<file path="src/rtl/traffic_pkg.sv">
// Shared types and constants for the actuated intersection scheduler.
// The round-robin helper picks the next phase to grant from the latched requests.
package traffic_pkg;

    typedef enum logic [2:0] {
        S_ALL_RED,
        S_NS_GREEN,
        S_NS_YELLOW,
        S_EW_GREEN,
        S_EW_YELLOW,
        S_PED_WALK,
        S_PED_CLEAR
    } state_e;

    localparam logic [1:0] PH_NS   = 2'd0;
    localparam logic [1:0] PH_EW   = 2'd1;
    localparam logic [1:0] PH_PED  = 2'd2;
    localparam logic [1:0] PH_NONE = 2'd3;

    localparam int DEF_MIN_GREEN      = 10;
    localparam int DEF_MAX_GREEN      = 30;
    localparam int DEF_YELLOW_TIME    = 5;
    localparam int DEF_ALL_RED_TIME   = 2;
    localparam int DEF_WALK_TIME      = 15;
    localparam int DEF_PED_CLEAR_TIME = 6;
    localparam int DEF_CNT_W          = 6;

    // First requesting phase after 'last' in NS->EW->PED order; NS when nothing waits.
    function automatic logic [1:0] rr_next(input logic [2:0] req, input logic [1:0] last);
        logic [1:0] o0;
        logic [1:0] o1;
        logic [1:0] o2;
        logic [1:0] pick;
        case (last)
            PH_NS:   begin o0 = PH_EW;  o1 = PH_PED; o2 = PH_NS;  end
            PH_EW:   begin o0 = PH_PED; o1 = PH_NS;  o2 = PH_EW;  end
            default: begin o0 = PH_NS;  o1 = PH_EW;  o2 = PH_PED; end
        endcase
        pick = PH_NS;
        if (req[o0])      pick = o0;
        else if (req[o1]) pick = o1;
        else if (req[o2]) pick = o2;
        return pick;
    endfunction

endpackage

</file>
<file path="src/rtl/traffic_phase_scheduler_phase_timer.sv">
// State-dwell counter: clears on state entry, saturates at all-ones, and
// registers "count >= limit-1" where limit belongs to the state being entered/held.
module phase_timer #(
    parameter int CNT_W         = 6,
    parameter bit RESET_REACHED = 1'b0
) (
    input  logic             clk,
    input  logic             rst_n,
    input  logic             clear,
    input  logic [CNT_W-1:0] limit,
    output logic [CNT_W-1:0] count,
    output logic             reached
);

    localparam logic [CNT_W-1:0] CNT_MAX = '1;

    logic [CNT_W-1:0] count_next;

    always_comb begin
        count_next = count;
        if (clear)
            count_next = '0;
        else if (count != CNT_MAX)
            count_next = count + CNT_W'(1);
    end

    // limit is always >= 1, so limit-1 never wraps.
    always_ff @(posedge clk or negedge rst_n) begin
        if (!rst_n) begin
            count   <= '0;
            reached <= RESET_REACHED;
        end else begin
            count   <= count_next;
            reached <= (count_next >= (limit - CNT_W'(1)));
        end
    end

endmodule

</file>
<file path="src/rtl/traffic_phase_scheduler.sv">
// Actuated three-phase intersection controller (NS, EW, pedestrian) with
// latched requests, round-robin service, min/max green and clearance intervals.
module traffic_phase_scheduler
    import traffic_pkg::*;
#(
    parameter int MIN_GREEN      = DEF_MIN_GREEN,
    parameter int MAX_GREEN      = DEF_MAX_GREEN,
    parameter int YELLOW_TIME    = DEF_YELLOW_TIME,
    parameter int ALL_RED_TIME   = DEF_ALL_RED_TIME,
    parameter int WALK_TIME      = DEF_WALK_TIME,
    parameter int PED_CLEAR_TIME = DEF_PED_CLEAR_TIME,
    parameter int CNT_W          = DEF_CNT_W
) (
    input  logic       clk,
    input  logic       rst_n,
    input  logic       ns_sensor,
    input  logic       ew_sensor,
    input  logic       ped_btn,
    output logic       NS_Red,
    output logic       NS_Yellow,
    output logic       NS_Green,
    output logic       EW_Red,
    output logic       EW_Yellow,
    output logic       EW_Green,
    output logic       walk,
    output logic       dont_walk_flash,
    output logic [1:0] phase,
    output logic [2:0] pending
);

    localparam logic [CNT_W-1:0] L_MIN_GREEN  = CNT_W'(MIN_GREEN);
    localparam logic [CNT_W-1:0] L_YELLOW     = CNT_W'(YELLOW_TIME);
    localparam logic [CNT_W-1:0] L_ALL_RED    = CNT_W'(ALL_RED_TIME);
    localparam logic [CNT_W-1:0] L_WALK       = CNT_W'(WALK_TIME);
    localparam logic [CNT_W-1:0] L_PED_CLEAR  = CNT_W'(PED_CLEAR_TIME);
    localparam logic [CNT_W-1:0] MAX_LAST     = CNT_W'(MAX_GREEN - 1);

    state_e           state;
    state_e           state_next;
    logic [1:0]       last_served;
    logic [1:0]       grant;
    logic [2:0]       serve_next;
    logic [CNT_W-1:0] count;
    logic [CNT_W-1:0] limit_next;
    logic             reached;
    logic             entering;

    assign entering = (state_next != state);

    phase_timer #(
        .CNT_W         (CNT_W),
        .RESET_REACHED (ALL_RED_TIME <= 1)
    ) u_timer (
        .clk     (clk),
        .rst_n   (rst_n),
        .clear   (entering),
        .limit   (limit_next),
        .count   (count),
        .reached (reached)
    );

    always_comb begin
        state_next = state;
        grant      = rr_next(pending, last_served);
        case (state)
            S_ALL_RED: if (reached) begin
                case (grant)
                    PH_EW:   state_next = S_EW_GREEN;
                    PH_PED:  state_next = S_PED_WALK;
                    default: state_next = S_NS_GREEN;
                endcase
            end
            S_NS_GREEN:
                if ((pending[2] | pending[1]) && reached && (!ns_sensor || count >= MAX_LAST))
                    state_next = S_NS_YELLOW;
            S_EW_GREEN:
                if ((pending[2] | pending[0]) && reached && (!ew_sensor || count >= MAX_LAST))
                    state_next = S_EW_YELLOW;
            S_NS_YELLOW: if (reached) state_next = S_ALL_RED;
            S_EW_YELLOW: if (reached) state_next = S_ALL_RED;
            S_PED_WALK:  if (reached) state_next = S_PED_CLEAR;
            S_PED_CLEAR: if (reached) state_next = S_ALL_RED;
            default:     state_next = S_ALL_RED;
        endcase
    end

    // Timer limit follows the state that will be occupied after this edge.
    always_comb begin
        limit_next = L_ALL_RED;
        case (state_next)
            S_NS_GREEN, S_EW_GREEN:   limit_next = L_MIN_GREEN;
            S_NS_YELLOW, S_EW_YELLOW: limit_next = L_YELLOW;
            S_PED_WALK:               limit_next = L_WALK;
            S_PED_CLEAR:              limit_next = L_PED_CLEAR;
            default:                  limit_next = L_ALL_RED;
        endcase
    end

    assign serve_next = {state_next == S_PED_WALK,
                         state_next == S_EW_GREEN,
                         state_next == S_NS_GREEN};

    // Clearing by serve_next covers both the entry edge and the whole service interval.
    always_ff @(posedge clk or negedge rst_n) begin
        if (!rst_n) begin
            state       <= S_ALL_RED;
            pending     <= 3'b000;
            last_served <= PH_PED;
        end else begin
            state   <= state_next;
            pending <= (pending | {ped_btn, ew_sensor, ns_sensor}) & ~serve_next;
            if (entering && serve_next[0])      last_served <= PH_NS;
            else if (entering && serve_next[1]) last_served <= PH_EW;
            else if (entering && serve_next[2]) last_served <= PH_PED;
        end
    end

    always_comb begin
        NS_Green        = (state == S_NS_GREEN);
        NS_Yellow       = (state == S_NS_YELLOW);
        NS_Red          = !(NS_Green || NS_Yellow);
        EW_Green        = (state == S_EW_GREEN);
        EW_Yellow       = (state == S_EW_YELLOW);
        EW_Red          = !(EW_Green || EW_Yellow);
        walk            = (state == S_PED_WALK);
        dont_walk_flash = (state == S_PED_CLEAR);
        case (state)
            S_NS_GREEN, S_NS_YELLOW: phase = PH_NS;
            S_EW_GREEN, S_EW_YELLOW: phase = PH_EW;
            S_PED_WALK, S_PED_CLEAR: phase = PH_PED;
            default:                 phase = PH_NONE;
        endcase
    end

endmodule

</file>
<file path="config.mk">
export PLATFORM = sky130hd
export DESIGN_NAME = traffic_phase_scheduler
export DESIGN_NICKNAME = d
export VERILOG_FILES = /design/src/rtl/traffic_pkg.sv /design/src/rtl/traffic_phase_scheduler_phase_timer.sv /design/src/rtl/traffic_phase_scheduler.sv
export SDC_FILE = /design/constraint.sdc
export NUM_CORES = 1
export LEC_CHECK = 0
export CAP_MARGIN = 20
export CORE_MARGIN = 2
export CORE_UTILIZATION = 45
export DETAILED_ROUTE_END_ITERATION = 6
export HOLD_SLACK_MARGIN = 0.1
export PLACE_DENSITY = 0.76
export SYNTH_ARGS = -nofsm -noshare
export SYNTH_HDL_FRONTEND = slang
export SYNTH_SLANG_ARGS = --single-unit
</file>
<file path="constraint.sdc">
create_clock -name clk -period 3.38 [get_ports clk]
set_input_delay 0.338 -clock clk [delete_from_list [all_inputs] [get_ports clk]]
set_output_delay 0.338 -clock clk [all_outputs]
set_load 0.01 [all_outputs]
</file>
==> metrics.cfg, run 1 <==
[placed_design]
portBuffers=17
dp_slack_ps=242.1
hpwl_mm=2.234
gp_congestion=0.9191
dpl_cell_area_um2=1410

[drt]
drc=0
ant_nets=0
viasPerCell=5.871
top_layer=met4
drtIter0Drc=17
routed_wl_mm=2.761
drtPass1Iterations=4
wl_met1_mm=1.177
wl_met2_mm=1.361
vias=1092
met3WireLength_um=119
wl_per_cell_um=14.84

[pwr]
finalPower_w=0.001379
powerDensity_nw_per_um2=960.0
total_leakage_power_nw=0.6497
peakVddDrop_mv=0.5695

[synthesis]
synth_compound_area_share_pct=26.35
synthSimpleGateAreaFrac_pct=23.54
netlist_instances=135
synthMuxAreaShare_pct=0.8333
synth-edff-count=0
synth.net_count=150
yosys_warnings=0
synthXorXnorAreaFrac_pct=2.917
synthArstFlopShare_pct=100.0
synth_adder_area_share_pct=10.42
yosysSeqAreaShare_pct=31.35
avgSynthCellArea_um2=8.897
synth_top_family_by_area=compound AO/OA/AOI/OAI gates
synth_ff_type=dfrtp_1
synth_area_um2=1201
ys_seq_elements=15
synth.distinct_cells=48

[sta]
setup_tns_ps=0
whs_ps=469.6
min_period_ps=3086
worstMarginPinSlew_ps=713.3
timing.fmax_mhz=324.1
finalCritPeriodShare_pct=91.29
setup_violations=0
maxSlewHeadroom_pct=52.30
rsz0062_at_grt=false
worst_slack_ps=294.2
final.setup_skew_ps=1.119
hold_viol=0
maxSlewViolCount=0

[critical_path]
slowest_stage=a221o_4
worstReg2RegEnd=u_timer.reached
cp_common_cell=a21o_1
worstRegToRegCells=13
cp-end-kind=register
path_cells=inv_1 > ha_1 > nor2b_1 > o211ai_1 > a221o_4 > a211o_4 > a21o_1 > ha_1 > nand2b_1 > a21o_1 > a21o_1 > a21oi_1 > o21ai_0
slowest_delay_ps=500
start_kind=register
path_max_fanout=8
worstPathRequired_ps=3560
crit_type=reg -> reg
r2r_start=u_timer.count[0]
cp.arrival_ps=3260
ff2ff_setup_slack_ps=290

[layout]
final_layout_size_suffix_gt1_share_pct=12.82
fin_nets=172
n_antenna_cell=0
final_cell_area_um2=1436
fill_cells=228
synthToLayoutAreaGrowth_pct=19.58

[global_routing]
grt_pass1_vias=1014
grt_pass1_wl_mm=4.540
antenna_found_initial=0
grt_overflow=0
track_usage_pct=18.48
grt_start_max_net_pins=16

[clocking]
clk_latency_ps=290
clock-sinks=15
cts_hold_buf=0
cts_setup_buffers=0
post_cts_resized=0
cts-buffers-inserted=3
clk_pin_slew_ps=90
cts_tree=yes
clockRootBuffer=clkbuf_4
htreeDepth=1
cts.path.max_buffers=2

[outcome]
status=completed

[die]
core_um2=2500
die_area_um2=3099
dieWidth_um=55.67
start_util_pct=48.05
row_count=18
die_h_um=55.67
ioPinCount=18

[hold_path]
hp-class=in -> async

[run]
drv_cap=0

-- logic make-up after synthesis --
group / after synthesis
simple gates: 51
compound gates: 42
flops: 15
buf+inv: 12
fa+ha+maj: 10
xor+xnor: 4
mux: 1
-- per-stage QoR --
step           utilization (%)  instances
3_3_place_gp             56.41        182
5_1_grt                  57.46        186
6_report                 57.46        186
3_5_place_dp             56.41        182
4_1_cts                  57.46        186
2_1_floorplan                -        135
-- layout make-up --
cell class | count | area [um2] | area share, %
multi-input combinational | 108 | 769.5 | 53.57
sequential | 15 | 376.6 | 26.22
timing repair buffer | 20 | 192.7 | 13.41
tap | 30 | 37.54 | 2.613
inverter | 9 | 33.78 | 2.352
clock buffer | 4 | 26.28 | 1.829
-- routing by layer --
metal / vias to the layer above / global-route usage, %
li1: 532 / -
met1: 517 / 21.78
met2: 29 / 32.31
met3: 14 / 3.721
met4: 0 / 8.014
met5: - / 0
-- worst max-delay path, delay by kind of cell (launching register included) --
| kind | cells | cell delay (ps) |
|---|---|---|
| simple gates | 2 | 300 |
| fa+ha+maj | 2 | 420 |
| buf+inv | 1 | 90 |
| compound gates | 8 | 1710 |
| flops | 1 | 450 |
-- worst max-delay path by stage --
stage / start / to / slack, ps
finish: u_timer.count[0] / u_timer.reached / 290
CTS: u_timer.count[0] / u_timer.reached / 270
global route: u_timer.count[0] / u_timer.reached / 50
floorplan: u_timer.count[0] / u_timer.reached / 500
detailed placement: ns_sensor / u_timer.reached / 240
global placement: ns_sensor / u_timer.reached / 280
-- report_power, final --
group | switching, W | total (W) | internal, W
clock network | 0.0000602 | 0.000106 | 0.0000459
registers | 0.0000983 | 0.000348 | 0.000250
logic | 0.000452 | 0.000925 | 0.000473
total | 0.000611 | 0.00138 | 0.000768
-- flip-flops by register name (all words and copies together), names as in the netlist --
signal           flops
u_timer.count        6
pending              3
state                3
last_served          2
u_timer.reached      1
-- Yosys cell counts (2+ instances only) --
cell      number  area (um2)
nor3b_1        2       15.01
a211oi_1       2       15.01
dfrtp_1       14       350.3
a21oi_1        9       45.04
or2_2          2       12.51
xor2_1         2       17.52
ha_1          10       125.1
nor2_1        12       45.04
nor3_1         3       15.01
nand3_1        4       20.02
xnor2_1        2       17.52
a21boi_1       2       15.01
and2_1         2       12.51
a21o_1         4       30.03
nor2_2         2       12.51
o22a_1         2       17.52
nor2b_1        3       18.77
nand2b_1       5       31.28
buf_2          2       10.01
nand2_1        8       30.03
and3_1         2       12.51
o21ai_0        8       40.04
inv_1          8       30.03
-- cells in the final DEF (no fill, tap or decap), types with 3 or more instances in the layout --
master	netlist	routed
nand2b_1	5	5
o21ai_0	8	8
nor2_1	12	12
a21oi_1	9	9
ha_1	10	10
nor3_1	3	3
clkdlybuf4s50_1	0	17
nor2b_1	3	3
dfrtp_1	14	14
a21o_1	4	4
clkbuf_4	0	3
inv_1	8	8
nand3_1	4	4
buf_4	0	3
nand2_1	8	8
No activity file was read; power rests on OpenSTA's default activity.
==> inputs of run 2 (changes only) <==
--- a/config.mk
+++ b/config.mk
@@ -10,7 +10,8 @@
 export CORE_UTILIZATION = 45
 export DETAILED_ROUTE_END_ITERATION = 6
 export HOLD_SLACK_MARGIN = 0.1
-export PLACE_DENSITY = 0.76
+export PLACE_DENSITY = 0.77
 export SYNTH_ARGS = -nofsm -noshare
 export SYNTH_HDL_FRONTEND = slang
+export SYNTH_HIERARCHICAL = 1
 export SYNTH_SLANG_ARGS = --single-unit
==> metrics.cfg, run 2 <==
[global_routing]
grt_overflow=0  ; unchanged
grt_pass1_wl_mm=3.988  ; -12%
track_usage_pct=18.60  ; +0.11 points
grt_pass1_vias=892  ; -12%
antenna_found_initial=0  ; unchanged
grt_start_max_net_pins=16  ; unchanged

[synthesis]
synth.most_common_cell=nor2_1
synth_commonest_cells=17 x nor2_1, 14 x dfrtp_1, 8 x ha_1, 7 x o21ai_0
netlist_instances=128  ; -5.2%
synth_area_um2=1155  ; -3.9%
yosys_warnings=6  ; +6
ys_seq_elements=15  ; unchanged
yosysSeqAreaShare_pct=32.61  ; +1.3 points
synth_ff_type=dfrtp_1
yosys.area.top_type=dfrtp_1
synth-edff-count=0  ; unchanged
synth.distinct_cells=43  ; -10%
avgSynthCellArea_um2=9.022  ; +1.4%
ys_top_cells_by_area=dfrtp_1 30%, ha_1 8.7%, nor2_1 5.5%
synthArstFlopShare_pct=100.0  ; unchanged
synth_top_area_share_pct=30.34  ; +1.2 points

[sta]
rsz0062_at_grt=false
final.setup_skew_ps=1.530  ; +0.4103 ps
min_period_ps=3094  ; +8.211 ps
hold_viol=0  ; unchanged
timing.fmax_mhz=323.2  ; -0.27%
finalCritPeriodShare_pct=91.54  ; +0.24 points
setup_violations=0  ; unchanged
worstMarginPinSlew_ps=659.8  ; -53.46 ps
maxSlewHeadroom_pct=55.87  ; +3.6 points
maxSlewViolCount=0  ; unchanged
setup_tns_ps=0  ; unchanged

[die]
core_um2=2455  ; -1.8%
start_util_pct=47.04  ; -1.0 points
row_count=18  ; unchanged
die_h_um=54.66  ; -1.8%
ioPinCount=18  ; unchanged
die_area_um2=2988  ; -3.6%
dieWidth_um=54.66  ; -1.8%

[clocking]
cts_hold_buf=0  ; unchanged
cts_setup_buffers=0  ; unchanged
cts_tree=yes
clk_pin_slew_ps=90  ; about the same
clock-sinks=15  ; unchanged
htreeDepth=1  ; unchanged
cts.path.max_buffers=2  ; unchanged
clk_latency_ps=290  ; about the same
clockRootBuffer=clkbuf_4
cts-buffers-inserted=3  ; unchanged
post_cts_resized=0  ; unchanged

[critical_path]
worstPathRequired_ps=3560  ; about the same
cp-end-kind=register
worstSetupStartpoint=state[0]
crit_type=reg -> reg
worstRegToRegCells=12  ; -1
start_kind=register
slowest_stage=or4b_4
path_cells=or4b_4 > a211oi_2 > a221o_2 > mux2i_1 > inv_1 > ha_1 > nand2_1 > xor2_1 > ha_1 > a21o_1 > a21oi_1 > o21ai_0
path_max_fanout=11  ; +3
slowest_delay_ps=550  ; +50 ps
ff2ff_setup_slack_ps=290  ; about the same
cp_common_cell=ha_1
worstReg2RegEnd=u_timer/reached
r2r_start=state[0]
cp.arrival_ps=3270  ; about the same

[layout]
largest_reg_flops=6  ; unchanged
n_antenna_cell=0  ; unchanged
fin_nets=164  ; -4.7%
final_core_util_pct=56.68  ; -0.78 points
fill_cells=212  ; -7.0%
synthToLayoutAreaGrowth_pct=20.48
final_layout_size_suffix_gt1_share_pct=14.00  ; +1.2 points
top_regs=u_timer/count (6), pending (3), state (3)
top_register=u_timer/count
layout_common_cells=17 x nor2_1, 17 x clkdlybuf4s50_1, 14 x dfrtp_1, 8 x ha_1, 7 x o21ai_0

[pwr]
total_leakage_power_nw=0.6052  ; -6.8%
powerDensity_nw_per_um2=937.2  ; -2.4%
peakVddDrop_mv=0.5406  ; -5.1%
power_switching_w=0.0005792  ; -5.1%
p_comb_share_pct=67.1  ; about the same
switching_share_pct=44.42  ; +0.15 points
p_int_w=0.0007247  ; -5.7%
p_seq_share_pct=24.9  ; -0.4 points
clkPwrFrac_pct=8.1  ; +0.4 points

[drt]
drc=0  ; unchanged
wl_met2_mm=1.178  ; -13%
vias=1030  ; -5.7%
met3WireLength_um=93  ; -22%
ant_nets=0  ; unchanged
drtIter0Drc=42  ; +25
top_layer=met4
drtPass1Iterations=4  ; unchanged
viasPerCell=5.722  ; -2.5%
wl_met1_mm=1.179  ; +0.17%
wl_per_cell_um=13.82  ; -6.9%
routed_wl_mm=2.487  ; -9.9%

[hold_path]
hp-class=in -> async

[placed_design]
hpwl_mm=1.991  ; -11%
portBuffers=17  ; unchanged
gp_congestion=0.8597  ; -6.5%

[run]
drv_cap=0  ; unchanged

[outcome]
status=completed

==> run 2: worst max path at each step <==
stage,end,slack [ps],cells after the start
final,u_timer/reached,290,12
after global routing,u_timer/reached,70,12
after CTS,u_timer/reached,280,12
after detailed placement,u_timer/reached,60,14
after global placement,u_timer/reached,140,13
after floorplan,u_timer/reached,560,13
==> run 2: per-stage QoR <==
step	worst slack (ps)	instances	hold WS [ps]	total power, W	cell area (um2)
CTS	281.6	180	461.5	0.001312	1391
finish	286.0	180	441.6	0.001304	1391
detailed placement	57.32	176	528.2	0.001202	1364
floorplan	562.3	130	42.41	0.0009074	1162
global placement	143.4	176	507.6	0.001166	1364
global route	66.56	180	500.5	0.001433	1391
==> run 2: power groups by stage <==
stage	Sequential (W)	Combinational [W]	Clock [W]
final	0.000324	0.000875	0.000105
after global routing	0.000332	0.000985	0.000117
after CTS	0.000323	0.000881	0.000108
after detailed placement	0.000325	0.000877	0
after global placement	0.000321	0.000845	0
after floorplan	0.000299	0.000608	0
==> run 2: metal layers <==
layer,track usage (%),vias to the layer above
met5,0,-
met4,7.500,0
met3,1.639,5
met2,29.76,26
met1,25.55,495
li1,-,504
==> run 2: cell type report <==
cell class | count | area (um2) | share of cell area (%)
Timing Repair Buffer | 19 | 185.2 | 13.31
Tap cell | 30 | 37.54 | 2.698
Multi-Input combinational cell | 106 | 742.0 | 53.33
Inverter | 6 | 22.52 | 1.619
Clock inverter | 1 | 5.005 | 0.3597
Clock buffer | 3 | 22.52 | 1.619
Sequential cell | 15 | 376.6 | 27.07
==> run 2: kinds of logic (layout without fill, tap and decap cells) <==
logic type	count (synthesis)	after routing	share of synthesized area, %
other	1	3	0.3247
adder cells (fa/ha/maj)	8	8	8.668
multiplexers	5	5	4.442
AO/OA/AOI/OAI	32	32	19.83
buffers and inverters	9	29	3.792
flip-flops	15	15	32.61
XOR/XNOR	7	7	5.309
AND/OR/NAND/NOR	51	51	25.03
==> run 2: worst max-delay path: cells and delay by family (launching register included) <==
kind	cells	cell delay, ps
buffers and inverters	1	90
AO/OA/AOI/OAI	5	860
AND/OR/NAND/NOR	2	630
adder cells (fa/ha/maj)	2	490
XOR/XNOR	1	150
flip-flops	1	510
multiplexers	1	250
==> inputs of run 3 (changes only) <==
--- a/config.mk
+++ b/config.mk
@@ -5,12 +5,14 @@
 export SDC_FILE = /design/constraint.sdc
 export NUM_CORES = 1
 export LEC_CHECK = 0
-export CAP_MARGIN = 20
+export CAP_MARGIN = 10
+export CELL_PAD_IN_SITES_DETAIL_PLACEMENT = 2
+export CELL_PAD_IN_SITES_GLOBAL_PLACEMENT = 2
 export CORE_MARGIN = 2
-export CORE_UTILIZATION = 45
+export CORE_UTILIZATION = 32
 export DETAILED_ROUTE_END_ITERATION = 6
 export HOLD_SLACK_MARGIN = 0.1
-export PLACE_DENSITY = 0.77
+export PLACE_DENSITY = 0.86
 export SYNTH_ARGS = -nofsm -noshare
 export SYNTH_HDL_FRONTEND = slang
 export SYNTH_HIERARCHICAL = 1
==> metrics.cfg, run 3 (synthesized netlist as in run 2, its figures left out) <==
[outcome]
status=completed

[layout]
top_register=u_timer/count
synthToLayoutAreaGrowth_pct=25.03
stdcell_count=200  ; +11%
top_regs=u_timer/count (6), pending (3), state (3)
final_layout_size_suffix_gt1_share_pct=17.53  ; +3.5 points
n_antenna_cell=0  ; unchanged
layout_common_cells=17 x nor2_1, 17 x clkdlybuf4s50_1, 11 x dfrtp_1, 8 x ha_1, 7 x o21ai_0
fill_cells=372  ; +75%
fin_nets=168  ; +2.4%
final_cell_area_um2=1444  ; +3.8%
largest_reg_flops=6  ; unchanged

[drt]
drc=0  ; unchanged
viasPerCell=5.310  ; -7.2%
vias=1062  ; +3.1%
routed_wl_mm=3.365  ; +35%
ant_nets=0  ; unchanged
drtIter0Drc=23  ; -45%
wl_per_cell_um=16.83  ; +22%
drtPass1Iterations=4  ; unchanged

[critical_path]
cp-end-kind=register
crit_type=in -> reg
path_cells=clkdlybuf4s50_1 > nor4b_2 > a211oi_2 > o22ai_1 > a311o_1 > mux2i_1 > inv_1 > ha_1 > nand2_1 > xor2_1 > ha_1 > a21o_1 > a21oi_1 > o21ai_0
start_kind=primary input
slowest_delay_ps=450  ; -100 ps
crit_family=compound AO/OA/AOI/OAI gates
path_max_fanout=5  ; -6
slowest_stage=clkdlybuf4s50_1
crit_buf_inv=2  ; +1
worstPathRequired_ps=3540  ; -20 ps
cp.arrival_ps=3380  ; +110 ps
cp_common_cell=ha_1

[sta]
setup_tns_ps=0  ; unchanged
setup_violations=0  ; unchanged
timing.fmax_mhz=311.0  ; -3.8%
maxSlewViolCount=0  ; unchanged
finalCritPeriodShare_pct=95.15  ; +3.6 points
min_period_ps=3216  ; +122.0 ps
maxSlewHeadroom_pct=52.42  ; -3.4 points
final.setup_skew_ps=3.781  ; +2.251 ps
worstMarginPinSlew_ps=711.4  ; +51.58 ps
hold_viol=0  ; unchanged

[hold_path]
hp-class=in -> async

[placed_design]
portBuffers=17  ; unchanged
gp_congestion=0.8122  ; -5.5%
dpl_cell_area_um2=1391  ; +2.0%
hpwl_mm=2.738  ; +38%
dp.cells=193  ; +9.7%

[clocking]
clk_latency_ps=280  ; about the same
cts_tree=yes
htreeDepth=1  ; unchanged
cts_hold_buf=0  ; unchanged
cts.path.max_buffers=2  ; unchanged
clock-sinks=15  ; unchanged
cts-buffers-inserted=3  ; unchanged
clk_pin_slew_ps=100  ; about the same
clockRootBuffer=clkbuf_4

[die]
die_h_um=64.08  ; +17%
core_um2=3390  ; +38%
dieWidth_um=64.08  ; +17%
row_count=21  ; +3
die_area_um2=4106  ; +37%
start_util_pct=34.07  ; -13 points
ioPinCount=18  ; unchanged

[global_routing]
grt_pass1_wl_mm=5.713  ; +43%
grt_start_max_net_pins=16  ; unchanged
antenna_found_initial=0  ; unchanged
grt_overflow=0  ; unchanged
grt_pass1_vias=1180  ; +32%
track_usage_pct=18.06  ; -0.54 points

[pwr]
total_leakage_power_nw=0.6194  ; +2.3%
powerDensity_nw_per_um2=954.8  ; +1.9%
peakVddDrop_mv=0.2709  ; -50%

[run]
drv_cap=0  ; unchanged

run 3: cell count changes in the layout (fill, tap and decap cells not counted), sizes merged:
cell,delta
buf,+4
clkbuf,+1
clkinv,-1
run 3: final cells by class:
cell class              count  area, um2  share of cell area (%)
multi-input cells         106      742.0                   51.39
flip-flops and latches     15      380.4                   26.34
repair buffers             23      215.2                   14.90
well taps                  46      57.56                   3.986
clock buffers               4      26.28                   1.820
inverters                   6      22.52                   1.560
run 3: worst reg2reg max path, delay by kind of cell, from the launching register on:
family	cells	cell delay, ps
fa+ha+maj	2	530
xor+xnor	1	200
mux	1	260
flops	1	490
buf+inv	1	100
simple gates	2	630
compound gates	5	870
run 3: layer usage:
layer / GRT usage [%] / wire [um]
met1: 23.17 / 1561
met2: 31.12 / 1699
met3: 2.465 / 76
met4: 5.707 / 27
met5: 0 / 0
run 3: worst paths after layout:
path,from,to,slack (ps),cells after the start
max in group asynchronous,rst_n,u_timer/count[4],2410,1
hold reg to reg,last_served[0],last_served[0],540,2
setup / recovery,ew_sensor,u_timer/reached,160,14
min in group clk,last_served[0],last_served[0],540,2
setup reg to reg,state[0],u_timer/reached,180,12
hold / removal,rst_n,state[1],470,1
run 3: report_power, final:
part	switching (W)	leakage [nW]	total (W)	internal, W
Clock	0.0000605	0.0150	0.000106	0.0000458
Combinational	0.000489	0.423	0.000954	0.000465
Sequential	0.0000770	0.181	0.000318	0.000241
run 3: through the flow:
step	total power (W)	util, %	worst slack (ps)	hold slack, ps
floorplan	0.0009074	-	562.3	42.41
global route	0.001522	42.60	-1.584	528.0
CTS	0.001378	41.82	94.65	500.7
global placement	0.001196	41.05	85.76	489.3
detailed placement	0.001265	41.05	-134.9	538.0
finish	0.001379	42.60	164.1	473.3
run 3: repair_timing:
| action | 4_1_cts | 5_1_grt |
|---|---|---|
| setup buffers | 0 | 3 |
| gates resized for setup | 0 | 3 |
| setup endpoints to repair | 0 | 1 |
